## config.mk

```make
export PLATFORM = sky130hd
export DESIGN_NAME = front_panel_dma
export DESIGN_NICKNAME = d
export VERILOG_FILES = /design/src/rtl/front_panel_dma.sv
export SDC_FILE = /design/constraint.sdc
export NUM_CORES = 1
export LEC_CHECK = 0
export ABC_CLOCK_PERIOD_IN_PS = 2850
export CAP_MARGIN = 40
export CORE_MARGIN = 10
export CORE_UTILIZATION = 47
export CTS_BUF_LIST = sky130_fd_sc_hd__clkbuf_2 sky130_fd_sc_hd__clkbuf_4 sky130_fd_sc_hd__clkbuf_8
export CTS_CLUSTER_SIZE = 20
export DETAILED_ROUTE_END_ITERATION = 8
export GPL_TIMING_DRIVEN = 0
export PLACE_DENSITY = 0.79
export SYNTH_ARGS = -nofsm -noshare
export SYNTH_HDL_FRONTEND = slang
export SYNTH_SLANG_ARGS = --single-unit
```

## constraint.sdc

```tcl
create_clock -name clk -period 2.85 [get_ports clk]
set_input_delay 0.855 -clock clk [delete_from_list [all_inputs] [get_ports clk]]
set_output_delay 0.855 -clock clk [all_outputs]
set_load 0.02 [all_outputs]
```

## src/rtl/front_panel_dma.sv

```systemverilog
// ---------------------------------------------------------------------------
// front_panel_dma
//
// Front-panel examine/deposit engine. Single-cycle command pulses from the
// panel switches are turned into a hold-request bus transaction against the
// CPU memory bus: examine reads a location, deposit writes data_sw (unless
// the target page is write-protected) and then reads it back so data_led
// always shows what memory holds. Protect/unprotect commands toggle a
// per-page flag vector that the CPU write path also consumes.
//
// Ports:
//   clk, reset            system clock, synchronous active-high reset
//   cmd_*                 one-cycle command pulses (exam, exam_next, dep,
//                         dep_next, prot, unprot)
//   run_sw                CPU running; every command is ignored while high
//   addr_sw, data_sw      address / data switches
//   hold_req, hlda        bus request to CPU and its acknowledge
//   mem_addr, mem_wdata   panel-driven address / write data
//   mem_we, mem_rd        one-cycle write / read strobes
//   mem_rdata             read data, valid MEM_LAT cycles after mem_rd
//   addr_led, data_led    current panel address, last data read
//   prot_led              protect flag of the current page
//   busy                  a sequence is in progress
//   err_tmo               sticky hold-acknowledge timeout flag
//   prot_mask             per-page protect flags
//   state_dbg             current sequencer state (debug visibility)
//
// Bus handshake: hold_req is high from REQ through the end of the data
// phase (WR/RD/RWAIT). The bus belongs to the panel only while hlda is
// high; both strobes are gated by hlda, and losing hlda mid-sequence aborts
// to REL. In REL hold_req is low and the panel waits for hlda to fall
// before it accepts another command.
// ---------------------------------------------------------------------------
module front_panel_dma #(
  parameter int ADDR_W   = 16,
  parameter int DATA_W   = 8,
  parameter int PAGE_W   = 8,
  parameter int MEM_LAT  = 1,
  parameter int HOLD_TMO = 1023
) (
  input  logic                     clk,
  input  logic                     reset,
  input  logic                     cmd_exam,
  input  logic                     cmd_exam_next,
  input  logic                     cmd_dep,
  input  logic                     cmd_dep_next,
  input  logic                     cmd_prot,
  input  logic                     cmd_unprot,
  input  logic                     run_sw,
  input  logic [ADDR_W-1:0]        addr_sw,
  input  logic [DATA_W-1:0]        data_sw,
  output logic                     hold_req,
  input  logic                     hlda,
  output logic [ADDR_W-1:0]        mem_addr,
  output logic [DATA_W-1:0]        mem_wdata,
  output logic                     mem_we,
  output logic                     mem_rd,
  input  logic [DATA_W-1:0]        mem_rdata,
  output logic [ADDR_W-1:0]        addr_led,
  output logic [DATA_W-1:0]        data_led,
  output logic                     prot_led,
  output logic                     busy,
  output logic                     err_tmo,
  output logic [(1<<PAGE_W)-1:0]   prot_mask,
  output logic [2:0]               state_dbg
);

  localparam int NUM_PAGES = 1 << PAGE_W;
  // Timeout counter only has to reach HOLD_TMO-1.
  localparam int TMO_W = (HOLD_TMO > 1) ? $clog2(HOLD_TMO) : 1;
  localparam logic [TMO_W-1:0]  TMO_LAST = TMO_W'(HOLD_TMO - 1);
  localparam logic [1:0]        LAT_LAST = 2'(MEM_LAT - 1);
  localparam logic [ADDR_W-1:0] ADDR_ONE = ADDR_W'(1);

  localparam logic [2:0] ST_IDLE  = 3'd0;
  localparam logic [2:0] ST_REQ   = 3'd1;
  localparam logic [2:0] ST_RD    = 3'd2;
  localparam logic [2:0] ST_RWAIT = 3'd3;
  localparam logic [2:0] ST_WR    = 3'd4;
  localparam logic [2:0] ST_REL   = 3'd5;

  logic [2:0]           state_q, state_d;
  logic [ADDR_W-1:0]    cur_addr_q, cur_addr_d;
  logic [DATA_W-1:0]    data_led_q, data_led_d;
  logic [DATA_W-1:0]    wdata_q, wdata_d;
  logic [NUM_PAGES-1:0] prot_mask_q, prot_mask_d;
  logic                 err_q, err_d;
  logic                 op_wr_q, op_wr_d;
  logic [TMO_W-1:0]     tmo_cnt_q, tmo_cnt_d;
  logic [1:0]           lat_cnt_q, lat_cnt_d;

  logic [PAGE_W-1:0]    cur_page;
  logic                 page_prot;

  assign cur_page  = cur_addr_q[ADDR_W-1 -: PAGE_W];
  assign page_prot = prot_mask_q[cur_page];

  always_comb begin
    state_d     = state_q;
    cur_addr_d  = cur_addr_q;
    data_led_d  = data_led_q;
    wdata_d     = wdata_q;
    prot_mask_d = prot_mask_q;
    err_d       = err_q;
    op_wr_d     = op_wr_q;
    tmo_cnt_d   = tmo_cnt_q;
    lat_cnt_d   = lat_cnt_q;

    case (state_q)
      ST_IDLE: begin
        tmo_cnt_d = '0;
        // Priority chain: only the highest pending command executes.
        if (!run_sw) begin
          if (cmd_exam) begin
            cur_addr_d = addr_sw;
            op_wr_d    = 1'b0;
            err_d      = 1'b0;
            state_d    = ST_REQ;
          end else if (cmd_exam_next) begin
            cur_addr_d = cur_addr_q + ADDR_ONE;
            op_wr_d    = 1'b0;
            err_d      = 1'b0;
            state_d    = ST_REQ;
          end else if (cmd_dep) begin
            wdata_d    = data_sw;
            op_wr_d    = 1'b1;
            err_d      = 1'b0;
            state_d    = ST_REQ;
          end else if (cmd_dep_next) begin
            cur_addr_d = cur_addr_q + ADDR_ONE;
            wdata_d    = data_sw;
            op_wr_d    = 1'b1;
            err_d      = 1'b0;
            state_d    = ST_REQ;
          end else if (cmd_prot) begin
            prot_mask_d[cur_page] = 1'b1;
            err_d                 = 1'b0;
          end else if (cmd_unprot) begin
            prot_mask_d[cur_page] = 1'b0;
            err_d                 = 1'b0;
          end
        end
      end

      ST_REQ: begin
        if (hlda) begin
          tmo_cnt_d = '0;
          state_d   = op_wr_q ? ST_WR : ST_RD;
        end else if (tmo_cnt_q == TMO_LAST) begin
          // CPU never granted the bus: give up without touching memory.
          err_d   = 1'b1;
          state_d = ST_IDLE;
        end else begin
          tmo_cnt_d = tmo_cnt_q + 1'b1;
        end
      end

      ST_WR: begin
        // The write strobe itself is suppressed for protected pages; the
        // readback still runs so the LEDs show the unchanged contents.
        state_d = hlda ? ST_RD : ST_REL;
      end

      ST_RD: begin
        lat_cnt_d = '0;
        state_d   = hlda ? ST_RWAIT : ST_REL;
      end

      ST_RWAIT: begin
        if (!hlda) begin
          state_d = ST_REL;
        end else if (lat_cnt_q == LAT_LAST) begin
          data_led_d = mem_rdata;
          state_d    = ST_REL;
        end else begin
          lat_cnt_d = lat_cnt_q + 1'b1;
        end
      end

      ST_REL: begin
        if (!hlda) state_d = ST_IDLE;
      end

      default: state_d = ST_IDLE;
    endcase
  end

  always_ff @(posedge clk) begin
    if (reset) begin
      state_q     <= ST_IDLE;
      cur_addr_q  <= '0;
      data_led_q  <= '0;
      wdata_q     <= '0;
      prot_mask_q <= '0;
      err_q       <= 1'b0;
      op_wr_q     <= 1'b0;
      tmo_cnt_q   <= '0;
      lat_cnt_q   <= '0;
    end else begin
      state_q     <= state_d;
      cur_addr_q  <= cur_addr_d;
      data_led_q  <= data_led_d;
      wdata_q     <= wdata_d;
      prot_mask_q <= prot_mask_d;
      err_q       <= err_d;
      op_wr_q     <= op_wr_d;
      tmo_cnt_q   <= tmo_cnt_d;
      lat_cnt_q   <= lat_cnt_d;
    end
  end

  assign hold_req  = (state_q == ST_REQ) || (state_q == ST_WR) ||
                     (state_q == ST_RD)  || (state_q == ST_RWAIT);
  assign mem_we    = (state_q == ST_WR) && hlda && !page_prot;
  assign mem_rd    = (state_q == ST_RD) && hlda;
  assign mem_addr  = cur_addr_q;
  assign mem_wdata = wdata_q;
  assign addr_led  = cur_addr_q;
  assign data_led  = data_led_q;
  assign prot_led  = page_prot;
  assign busy      = (state_q != ST_IDLE);
  assign err_tmo   = err_q;
  assign prot_mask = prot_mask_q;
  assign state_dbg = state_q;

endmodule

```

==> results.json <==
{
  "syn-num-nets": 1839,
  "path_cells": "buf_4, nor2_4, buf_4, a22o_1, nor3_1, a31oi_1, a311o_1, a31o_4, buf_6",
  "num_vias": 17865,
  "antenna_cells": 0,
  "timing.final.hold_violations": 0,
  "setup_viol": 2,
  "grt_use_met2": 0.547,
  "routed_wirelength_um": 77300,
  "drt_iter0_drc": 2922,
  "start_kind": "flop",
  "start_util": 0.479,
  "syn_inst": 1793,
  "finalNetCount": 2273,
  "cp-end-kind": "output pin",
  "clk_pin_slew_ps": 70,
  "via_per_inst": 6.69,
  "rsz0062_at_grt": "yes",
  "numCtsBuffers": 52,
  "grt_pass1_wl_um": 110000,
  "cts_buffer_depth": 3,
  "critPathMostFrequentCell": "buf_4",
  "seq_area_sq_um": 6120,
  "timing.fmax_ghz": 0.257,
  "failed_checks": "setup timing",
  "async_flop_share": 0,
  "p_total_mw": 10.0,
  "grt_pass1_vias": 16815,
  "worstPathArrival_ps": 3030,
  "grt_overflow": 0,
  "antenna_found_initial": 0,
  "post-place-ws_ps": -1440,
  "required_ps": 2000,
  "p_comb_frac": 0.125,
  "slew_violations": 0,
  "drt_first_pass_iters": 6,
  "syn_area_per_cell_sq_um": 8.44,
  "skew_ps": 22.2,
  "dieArea_sq_um": 39800,
  "clkPwrFrac": 0.443,
  "synthFlopType": "dfxtp_1",
  "gp_congestion": 1.01,
  "period_needed_ps": 3890,
  "clkLatencyLatePin_ps": 610,
  "hpwlAfterDp_um": 55300,
  "rows": 65,
  "clock-sinks": 305,
  "cts_tree": "built",
  "seq_area_frac_synth": 0.403,
  "io_buffers": 350,
  "cp_slowest_cell": "dfxtp_4",
  "slowest_delay_ps": 490,
  "maxSlewHeadroom": 0.352,
  "area_growth_pct": 38.6,
  "use_met1": 0.455,
  "worstPathMaxFanout": 10,
  "fillers": 2598,
  "hp-class": "reg -> reg",
  "netlist_area_sq_um": 15100,
  "tightest_slew_ps": 966,
  "cts_root_buf": "clkbuf_8",
  "p_leak_nw": 6.95,
  "status": "complete, but fails checks",
  "power_density_nw_per_um2": 477,
  "synth_edf_count": 0,
  "synth_seq_cells": 305,
  "cts-htree-levels": 2,
  "grt_max_degree": 14,
  "ant_nets": 0,
  "power_switching_mw": 2.77,
  "post-route-period-util": 1.36,
  "swShare": 0.276,
  "seqPwrFrac": 0.433,
  "met3_usage": 0.137,
  "ys_types": 67,
  "fin_ws_ps": -1040,
  "grtUsageTotal": 0.372,
  "die_height_um": 199,
  "yosysWarningCount": 0,
  "drv_cap": 0,
  "criticalPathCategory": "reg -> out",
  "ir_drop_mv": 0.305,
  "top_usage_layer": "met2",
  "core_sq_um": 31600,
  "wl_per_cell_um": 28.9,
  "multiInputGateArea_sq_um": 8140,
  "die_w_um": 199,
  "final_layout_size_suffix_gt1_frac": 0.148,
  "ioPinCount": 355,
  "power.internal_mw": 7.25,
  "drc": 0
}
path summary, 6_finish.rpt:
kind | startpoint | endpoint | slack, ps | depth (start not counted)
worst max register to register | addr_led[8] | flop | 20 | 8
worst max-delay path | addr_led[11] | mem_we | -1040 | 9
worst min register to register | lat_cnt_q[1] | lat_cnt_q[1] | 470 | 2
worst min-delay path | lat_cnt_q[1] | lat_cnt_q[1] | 470 | 2
layout make-up:
| class | count | area share |
|---|---|---|
| plain buffers | 185 | 0.0535 |
| clock buffers | 84 | 0.0500 |
| repair buffers | 382 | 0.185 |
| clock inverters | 13 | 0.00578 |
| multi-input cells | 1291 | 0.388 |
| flip-flops and latches | 305 | 0.292 |
| well taps | 402 | 0.0240 |
| inverters | 10 | 0.00179 |
through the flow:
stage                     TNS (ps)   util  cell area [sq um]  hold slack [ps]  instances
after global routing         -2100  0.663              21000              494       2672
after floorplan              -30.7      -              15200              432       1793
final                        -2060  0.663              21000              470       2672
after CTS                    -1940  0.661              20900              461       2672
after detailed placement    -81620  0.611              19300              453       2560
after global placement      -74120  0.606              19200              443       2545
critical path, delay by kind of cell, from the launching register on:
kind	cells	cell delay [ps]
AOI/OAI and AO/OA	4	1060
buffers and inverters	3	630
DFF	1	490
and+or+nand+nor	2	250
power groups by stage:
stage / clock network, mW / logic [mW] / registers [mW]
2_1_floorplan: 0 / 0.605 / 4.44
3_3_place_gp: 0 / 1.08 / 4.42
3_5_place_dp: 0 / 1.10 / 4.42
4_1_cts: 4.39 / 1.18 / 4.33
5_1_grt: 4.58 / 1.27 / 4.34
6_report: 4.43 / 1.25 / 4.33
routing by layer:
metal,part of all wire,up-vias
li1,-,7410
met1,0.35,8382
met2,0.42,1656
met3,0.16,417
met4,0.074,0
met5,0,-
cells in the final DEF, fill, tap and decap left out, types with 6 or more instances in the layout:
master	Yosys	layout
mux4_2	37	38
nand2_1	80	78
mux2i_1	91	89
a22o_1	10	10
buf_12	1	11
nor3_2	7	6
a211oi_1	9	9
clkinv_2	0	8
buf_4	34	51
nand2b_1	14	13
nor3_1	14	10
dfxtp_1	305	300
nor2b_1	14	9
nand3_1	259	259
o21ai_0	266	263
nand4_1	8	8
clkbuf_8	0	67
nor2_2	2	11
a22oi_1	24	23
buf_8	1	7
clkdlybuf4s50_1	0	345
nor2_4	16	17
clkbuf_4	0	19
buf_6	15	18
nor2_1	92	82
a21oi_1	264	264
or3_1	6	6
clkbuf_1	96	89
inv_1	9	9
buf_2	34	29
and3_1	7	7
what timing repair did:
action | CTS | global route
buffers inserted | 13 | 0
resized for setup | 83 | 24
hold buffers | 0 | 0
setup endpoints to repair | 82 | 87
pin swaps | 10 | 5
gates cloned | 3 | 0
cells in the mapped netlist, types with 4 or more instances:
cell type | count | share of area
and2_1 | 6 | 0.0025
a211oi_1 | 9 | 0.0045
nand2b_1 | 14 | 0.0058
o21ai_0 | 266 | 0.088
mux4_2 | 37 | 0.055
inv_1 | 9 | 0.0022
nand2_1 | 80 | 0.020
buf_1 | 5 | 0.0012
a21oi_1 | 264 | 0.087
nand3_1 | 259 | 0.086
nand4_1 | 8 | 0.0033
mux2i_1 | 91 | 0.060
buf_4 | 34 | 0.017
nor3_2 | 7 | 0.0046
a31oi_1 | 6 | 0.0025
nor2b_1 | 14 | 0.0058
buf_6 | 15 | 0.011
and3_1 | 7 | 0.0029
nor2_1 | 92 | 0.023
a22oi_1 | 24 | 0.012
nor3_1 | 14 | 0.0046
clkbuf_1 | 96 | 0.024
buf_2 | 34 | 0.011
nor2_4 | 16 | 0.012
a22o_1 | 10 | 0.0058
ha_1 | 4 | 0.0033
dfxtp_1 | 305 | 0.40
or3_1 | 6 | 0.0025
kinds of logic after synthesis:
family / Yosys count / synth area share
flip-flops: 305 / 0.403
buffers and inverters: 197 / 0.0694
adder cells (fa/ha/maj): 4 / 0.00331
multiplexers: 131 / 0.120
XOR/XNOR: 3 / 0.00174
AND/OR/NAND/NOR: 542 / 0.184
AO/OA/AOI/OAI: 611 / 0.217
Power figures use the tool's default switching activity.
